$ cat src/rtl/axis_fifo_pkg.sv
// Shared definitions for the synchronous AXI-stream FIFO (read and write sides).
package axis_fifo_pkg;

  localparam int unsigned ALEN_DEF = 8;
  localparam int unsigned INCR_DEF = 1;
  localparam int unsigned DLEN_DEF = 32;
  localparam int unsigned OCC_W    = 2;

  typedef enum logic [1:0] {
    EMPTY = 2'd0,
    ONE   = 2'd1,
    TWO   = 2'd2
  } buf_state_e;

  // Number of words held by the output buffer in a given state.
  function automatic logic [OCC_W-1:0] state_occ(input buf_state_e s);
    logic [OCC_W-1:0] occ;
    case (s)
      ONE:     occ = OCC_W'(1);
      TWO:     occ = OCC_W'(2);
      default: occ = OCC_W'(0);
    endcase
    return occ;
  endfunction

endpackage

$ cat src/rtl/axis_fifo_out_skid.sv
// Two-entry output buffer (main + skid slot) driving the AXI-stream master side.
module axis_fifo_out_skid
  import axis_fifo_pkg::*;
#(
  parameter int unsigned DLEN = DLEN_DEF
) (
  input  logic             clk,
  input  logic             rstn,
  input  logic             capture,
  input  logic [DLEN-1:0]  rdata,
  input  logic             i_tready,
  output logic             o_tvalid,
  output logic [DLEN-1:0]  o_tdata,
  output logic [OCC_W-1:0] occupancy
);

  buf_state_e      state_q;
  buf_state_e      state_d;
  logic [DLEN-1:0] main_d;
  logic [DLEN-1:0] skid_q;
  logic [DLEN-1:0] skid_d;
  logic            pop;

  assign pop = o_tvalid & i_tready;

  // State and slot registers; o_tdata is the main slot itself.
  always_ff @(posedge clk) begin
    if (!rstn) begin
      state_q   <= EMPTY;
      o_tvalid  <= 1'b0;
      o_tdata   <= '0;
      skid_q    <= '0;
      occupancy <= '0;
    end else begin
      state_q   <= state_d;
      o_tvalid  <= (state_d != EMPTY);
      o_tdata   <= main_d;
      skid_q    <= skid_d;
      occupancy <= state_occ(state_d);
    end
  end

  // Next state: incoming word lands in the first slot still free after a pop.
  always_comb begin
    state_d = state_q;
    main_d  = o_tdata;
    skid_d  = skid_q;
    case (state_q)
      EMPTY: begin
        if (capture) begin
          main_d  = rdata;
          state_d = ONE;
        end
      end
      ONE: begin
        if (capture && pop) begin
          main_d = rdata;
        end else if (capture) begin
          skid_d  = rdata;
          state_d = TWO;
        end else if (pop) begin
          state_d = EMPTY;
        end
      end
      TWO: begin
        if (pop) begin
          main_d = skid_q;
          if (capture) begin
            skid_d = rdata;
          end else begin
            state_d = ONE;
          end
        end
      end
      default: state_d = EMPTY;
    endcase
  end

endmodule

$ cat src/rtl/axis_fifo_rd_ptr.sv
// Read-side controller: read pointer, empty/level detection, credit-based RAM reads.
module axis_fifo_rd_ptr
  import axis_fifo_pkg::*;
#(
  parameter int unsigned ALEN = ALEN_DEF,
  parameter int unsigned INCR = INCR_DEF,
  parameter int unsigned DLEN = DLEN_DEF
) (
  input  logic            clk,
  input  logic            rstn,
  input  logic [ALEN:0]   i_wptr,
  output logic [ALEN:0]   o_rptr,
  output logic [ALEN-1:0] o_raddr,
  output logic            o_ram_ren,
  input  logic [DLEN-1:0] i_ram_rdata,
  output logic            o_rempty,
  output logic [ALEN:0]   o_rlevel,
  output logic            o_tvalid,
  input  logic            i_tready,
  output logic [DLEN-1:0] o_tdata
);

  localparam int unsigned PW = ALEN + 1;
  localparam int unsigned CW = 3;

  logic             inflight_q;
  logic [OCC_W-1:0] occ;
  logic             pop;
  logic [CW-1:0]    credit_c;

  assign o_raddr  = o_rptr[ALEN-1:0];
  assign o_rempty = (o_rptr == i_wptr);
  assign o_rlevel = i_wptr - o_rptr;
  assign pop      = o_tvalid & i_tready;

  // Read only while the buffer plus the word in flight, less this cycle's pop, has room.
  always_comb begin
    credit_c  = CW'(occ) + CW'(inflight_q) - CW'(pop);
    o_ram_ren = ~o_rempty & (credit_c < CW'(2));
  end

  // Pointer advance and in-flight tracking for the 1-cycle RAM latency.
  always_ff @(posedge clk) begin
    if (!rstn) begin
      o_rptr     <= '0;
      inflight_q <= 1'b0;
    end else begin
      inflight_q <= o_ram_ren;
      if (o_ram_ren) begin
        o_rptr <= o_rptr + PW'(INCR);
      end
    end
  end

  axis_fifo_out_skid #(
    .DLEN (DLEN)
  ) u_out_skid (
    .clk       (clk),
    .rstn      (rstn),
    .capture   (inflight_q),
    .rdata     (i_ram_rdata),
    .i_tready  (i_tready),
    .o_tvalid  (o_tvalid),
    .o_tdata   (o_tdata),
    .occupancy (occ)
  );

endmodule

$ cat config.mk
export PLATFORM = sky130hd
export DESIGN_NAME = axis_fifo_rd_ptr
export DESIGN_NICKNAME = d
export VERILOG_FILES = /design/src/rtl/axis_fifo_pkg.sv /design/src/rtl/axis_fifo_out_skid.sv /design/src/rtl/axis_fifo_rd_ptr.sv
export SDC_FILE = /design/constraint.sdc
export NUM_CORES = 1
export LEC_CHECK = 0
export CELL_PAD_IN_SITES_DETAIL_PLACEMENT = 1
export CELL_PAD_IN_SITES_GLOBAL_PLACEMENT = 1
export CORE_AREA = 8 8 111 113
export DETAILED_ROUTE_END_ITERATION = 6
export DIE_AREA = 0 0 119 121
export PLACE_DENSITY = 0.82
export SYNTH_ARGS = -nofsm -noshare
export SYNTH_HDL_FRONTEND = slang
export SYNTH_SLANG_ARGS = --single-unit
$ cat constraint.sdc
create_clock -name clk -period 2.8 [get_ports clk]
set_clock_uncertainty 0.1 [all_clocks]
set_input_delay 0.42 -clock clk [delete_from_list [all_inputs] [get_ports clk]]
set_output_delay 0.42 -clock clk [all_outputs]
set_load 0.05 [all_outputs]
# Yosys cells after proc, flatten, opt, wreduce, memory -nomap -nowiden
# Index checks and enable logic that the tools add are counted.
# op_classes
n_addsub	4
n_lt_le_gt_ge	1
eq_ne	9
muxes	16
n_bitwise	3
reduce_logical	7
# op_table
cell	count
32-bit two-way mux	6
32-bit case mux with 3 select lines	1
32-bit case mux with 2 select lines	1
2-bit two-way mux	6
9-bit by 1-bit adder with 9-bit output, second input constant	1
9-bit == test	1
9-bit subtractor	1
2-bit != test, second input constant	3
2-bit case mux with 3 select lines	1
2-bit by 1-bit == test with 1-bit output, second input constant	2
2-bit == test, second input constant	2
2-bit case mux with 2 select lines	1
4-bit AND reduction	1
2-bit nonzero test	2
2-bit by 1-bit adder with 3-bit output	1
3-bit by 2-bit less-than comparator with 1-bit output, second input constant	1
3-bit AND reduction	1
3-bit nonzero test	1
3-bit by 1-bit subtractor with 3-bit output	1
1-bit bitwise AND	2
2-bit zero test	1
2-bit by 1-bit != test with 1-bit output, second input constant	1
1-bit logical AND	1
1-bit NOT	1
# totals
register_bits	79
in_bits	44
out_inout_bits	61
elab_cells	47

# Logic depth before layout (Yosys ltp)
# logic_depth
word_depth	7
depth_mapped	9
depth_no_buf	9

# Cells and area by module
# Synthesis repeated with hierarchy kept, for this count alone.
# unflattened
cells_unflattened	444
area_unflattened_um2	4151.5
# by_module_without_submodules
module	instances	cells_each	area_per_inst_um2	seq_area_each_um2
axis_fifo_out_skid	1	313	3075.4	1381.3
axis_fifo_rd_ptr	1	131	1076.0	200.2

# Worst setup path before layout
# OpenSTA, ideal clock, no wires.
# synth_timing
path_type	register to output
startpoint	register o_rptr[0]
endpoint	output o_rlevel[8]
arrival_ns	2.741
t_required_ns	2.280
setup_slack_ns	-0.461
stages_incl_launch_ff	8
n_path_buf	0
path_cell_list	dfxtp_1 > ha_1 > inv_1 > fa_1 > a21o_1 > a21oi_1 > o21ai_0 > xnor2_1
# synth_between
elab_chain_cells	1
# synth_rtl
element	line_no	source
from (decl)	axis_fifo_rd_ptr.sv:12	output logic [ALEN:0] o_rptr,
from (signal assigned)	axis_fifo_rd_ptr.sv:50	o_rptr <= o_rptr + PW'(INCR);
9-bit subtractor	axis_fifo_rd_ptr.sv:33	assign o_rlevel = i_wptr - o_rptr;
to (decl)	axis_fifo_rd_ptr.sv:17	output logic [ALEN:0] o_rlevel,
# No other way between the ends.

# Final worst setup path
# layout_timing
startpoint	input i_wptr[5]
endpoint	output o_ram_ren
# layout_between
elab_chain_cells	3
# layout_rtl
element	line_no	source
from (decl)	axis_fifo_rd_ptr.sv:11	input logic [ALEN:0] i_wptr,
9-bit == test	axis_fifo_rd_ptr.sv:32	assign o_rempty = (o_rptr == i_wptr);
1-bit NOT	axis_fifo_rd_ptr.sv:39	o_ram_ren = ~o_rempty & (credit_c < CW'(2));
1-bit bitwise AND	axis_fifo_rd_ptr.sv:39	
to (decl)	axis_fifo_rd_ptr.sv:14	output logic o_ram_ren,
# No other way between the ends.

==> impl_summary.md <==
STA
The worst path in the final design needs a cycle of 2.74 ns, including I/O delays and setup. The slew at the pin closest to its max-slew limit is 0.604 ns. The hold violation total from the final report is 0. The highest achievable clock rate is 365 MHz. The number of max-slew violations in the final report was 0. The worst max-slew margin expressed relative to the limit is 0.597. The number of endpoints failing setup at the final stage is 0. Across all hold checks on the routed design, the worst slack comes to 0.356 ns. The fraction of the cycle the final worst path needs is 0.979.

The minimum setup slack in the final design is 0.0576 ns.

Yosys
The number of nets in the synthesized netlist is 475. The mapped netlist covers 3610 µm². For this run, the register share of the synthesized area comes to 0.438. The per-instance average area after synthesis is 8.60 µm². The post-synthesis cell count is 420. For this run, asynchronously set or reset flops after synthesis account for 0. For this run, the leading register cell type out of synthesis is sky130_fd_sc_hd__dfxtp_1.

Counting distinct cell types in the post-synthesis netlist gives 39. The total of warnings raised by yosys is 0. Synthesis inferred 79 register bits.

The number of enable-type register cells in the synthesized netlist is 0.

Drt
The routed wire length is 11100 µm. After detailed routing, the average wire length per cell comes to 16.4 µm. The detail route stage leaves a number of antenna-violating nets equal to 0. The DRC violation count after routing is 0. The detailed-router iteration count before antenna repair is 4. In the routed layout, each cell is associated on average with a via count of 4.94. The routed layout has 3351 vias.

The first-iteration detailed-routing DRC count is 145.

GRT
Entering global routing, the biggest net connects 43 pins. The global-route usage over all layers is 0.154. In the global route stage, met3 resource usage came out at 0.0363. The number of global-route vias before repair is 3649. The met1 usage is 0.174. For met2 alone, demand over resource in global routing was 0.282. For this run the aggregate overflow at the end of global routing stands at 0.

The most utilized layer in the global route result is met2. The initial antenna violation count was 0. The first global-routing pass estimated 18400 µm of wire.

Clocking
The TritonCTS clock tree is built. The total clock sinks is 79. The clock insertion delay at the later pin of the skew report is 0.34 ns. The clock tree root buffer cell is sky130_fd_sc_hd__clkbuf_8. The number of clock buffers inserted by TritonCTS is 9.

The total number of H-tree levels is 3. After clock tree synthesis, the clock-pin slew on the worst setup and hold paths is 0.08 ns. The longest clock path from root to sink contains 2 buffers.

Critical path
Measured in cells, the most critical reg-to-reg path has a length of 10. The number of buffers and inverters on the critical path is 3. The data arrival at the endpoint of the critical path is 2.22 ns. Traced cell by cell, the critical path runs through clkdlybuf4s50_1 > ha_4 > nand4_1 > or4_4 > inv_6 > nor2_4 > buf_12. The worst setup path is of the primary input to output port kind. In this run the number of cells on the critical path is 7. The family with the most delay on the worst path is simple AND/OR/NAND/NOR gates. The reg-to-reg startpoint is o_rptr[7]$_SDFFE_PN0P_. The top fanout value on the critical path is 4.

For flop-to-flop paths, the worst setup slack is 0.35 ns. The source of the critical timing path is i_wptr[5]. The largest stage delay on the critical path is 0.59 ns. The worst setup path is launched from a primary input. In this run the worst setup path terminates at o_ram_ren.

On the critical path, the stage with the largest delay is an instance of sky130_fd_sc_hd__or4_4. The required time at the endpoint of the critical path is 2.28 ns. The endpoint identified for the worst register-to-register timing path is o_rptr[5]$_SDFFE_PN0P_.

The type of element capturing the critical path is an output port.

Place
The count of port buffers added during placement is 104. The setup slack at placement is -0.309 ns. The HPWL after detailed placement is 7980 µm. The placer congestion estimate is 0.788.

Final layout
0 antenna diodes ended up in the layout. In the final layout, the share of cells above drive strength 1 is 0.187. The net count of the finished layout is 589. The area growth from synthesis to layout is 48.5%.

Flow run
The tool flagged a number of max-cap violations equal to 0.

Floorplan
The number of cell rows is 38. For this configuration, the core starts out at a cell density of 0.341. The die height is 121 µm. 105 I/O pins were placed.

The core region is 10600 µm². The die covers 14400 µm². The width of the chip is 119 µm.

Pwr
The highest ir drop seen on vdd is 0.000478 V. Power spread over the standard cell area amounts to 1060 nW/µm². Summed over all cells, the static leakage comes to 0.00217 µW.

Status
The run finished with clean final reports.

Min path
The class of the tightest hold or removal check is flip-flop to flip-flop.
[cells in the mapped netlist, drive strengths merged, types with 2 or more instances]
library cell	instances	area share
a211oi	33	0.069
nand2b	3	0.0052
nor3	4	0.0055
nand4	3	0.0052
fa	2	0.011
nand2	77	0.080
clkbuf	15	0.016
nor2	48	0.052
o21ai	2	0.0028
and2	5	0.0087
o22ai	3	0.0069
xnor2	13	0.032
xor2	2	0.0048
ha	9	0.031
buf	18	0.030
nand3	5	0.0069
inv	13	0.015
dfxtp	79	0.44
mux2i	35	0.097
a21oi	37	0.051
[logic make-up after synthesis]
family | Yosys count | synth area share
compound gates | 83 | 0.148
fa+ha+maj | 11 | 0.0422
flops | 79 | 0.438
mux | 35 | 0.0970
xor+xnor | 15 | 0.0364
simple gates | 151 | 0.178
buf+inv | 46 | 0.0609
[worst min-delay path by stage]
| stage | slack [ns] | depth (start not counted) | start | endpoint |
|---|---|---|---|---|
| 6_report | 0.36 | 2 | u_out_skid.skid_q[26]$_SDFFE_PN0P_ | u_out_skid.skid_q[26]$_SDFFE_PN0P_ |
| 5_1_grt | 0.37 | 2 | u_out_skid.skid_q[26]$_SDFFE_PN0P_ | u_out_skid.skid_q[26]$_SDFFE_PN0P_ |
| 4_1_cts | 0.36 | 2 | u_out_skid.skid_q[26]$_SDFFE_PN0P_ | u_out_skid.skid_q[26]$_SDFFE_PN0P_ |
| 3_5_place_dp | 0.35 | 2 | u_out_skid.skid_q[26]$_SDFFE_PN0P_ | u_out_skid.skid_q[26]$_SDFFE_PN0P_ |
| 3_3_place_gp | 0.34 | 2 | u_out_skid.skid_q[31]$_SDFFE_PN0P_ | u_out_skid.skid_q[31]$_SDFFE_PN0P_ |
| 2_1_floorplan | 0.34 | 2 | u_out_skid.skid_q[0]$_SDFFE_PN0P_ | u_out_skid.skid_q[0]$_SDFFE_PN0P_ |
[worst min-delay path, stage by stage (launching register included)]
cell and delay (ns):
sky130_fd_sc_hd__dfxtp_1 0.31, sky130_fd_sc_hd__nand2_1 0.05, sky130_fd_sc_hd__a21oi_1 0.05
[registers in the layout, indices dropped and copies added, names as in the netlist]
name	flops
u_out_skid.o_tdata	32
u_out_skid.o_tvalid	1
u_out_skid.state_q	2
u_out_skid.occupancy	2
u_out_skid.skid_q	32
o_rptr	9
inflight_q	1
[what timing repair did]
action / in CTS / in global routing
pin swaps: 10 / 12
buffers inserted: 5 / 5
hold buffers: 0 / 0
setup endpoints to repair: 5 / 5
resized for setup: 24 / 14
[area by class of cell]
class | count | area [µm²]
sequential | 79 | 1600
fill | 1223 | 5240
multi-input combinational | 295 | 1980
clock buffer | 9 | 124
timing repair buffer | 136 | 1380
inverter | 13 | 56.3
tap | 140 | 175
clock inverter | 7 | 57.6
[per-stage QoR]
step	std cells	power, µW	util	cell area (µm²)	TNS (ns)
after CTS	674	5670	0.497	5270	0
final	679	5690	0.506	5370	0
after global routing	679	6050	0.506	5370	-0.0201
after detailed placement	653	4760	0.468	4970	-1.32
after floorplan	420	3630	-	3640	-0.0641
after global placement	653	4650	0.468	4970	-0.427
[routing by layer]
metal	routed length, µm	part of all wire
met5	0	0
met4	138	0.012
met3	412	0.037
met2	5830	0.53
met1	4720	0.43
[placed cells by master (no fill, tap or decap), types with 3 or more instances in the layout]
cell type / count
sky130_fd_sc_hd__buf_4: 33
sky130_fd_sc_hd__dfxtp_1: 72
sky130_fd_sc_hd__clkbuf_8: 9
sky130_fd_sc_hd__nand2_1: 75
sky130_fd_sc_hd__ha_4: 6
sky130_fd_sc_hd__xnor2_2: 5
sky130_fd_sc_hd__inv_1: 8
sky130_fd_sc_hd__xnor2_1: 8
sky130_fd_sc_hd__a211oi_1: 33
sky130_fd_sc_hd__nor2_1: 46
sky130_fd_sc_hd__nand3_1: 4
sky130_fd_sc_hd__clkdlybuf4s50_1: 91
sky130_fd_sc_hd__mux2i_1: 35
sky130_fd_sc_hd__buf_12: 10
sky130_fd_sc_hd__dfxtp_2: 5
sky130_fd_sc_hd__nand4_1: 3
sky130_fd_sc_hd__nor3_1: 4
sky130_fd_sc_hd__a21oi_1: 35
sky130_fd_sc_hd__and2_1: 5
sky130_fd_sc_hd__inv_2: 3
[power breakdown]
part	switching, µW	total [µW]	internal [µW]	leakage (µW)
Combinational	2010	3280	1270	0.00144
Sequential	190	1620	1430	0.000650
Clock	457	790	333	0.0000877
Total	2660	5690	3040	0.00217
Note: power is estimated with default switching activity, not from simulation.
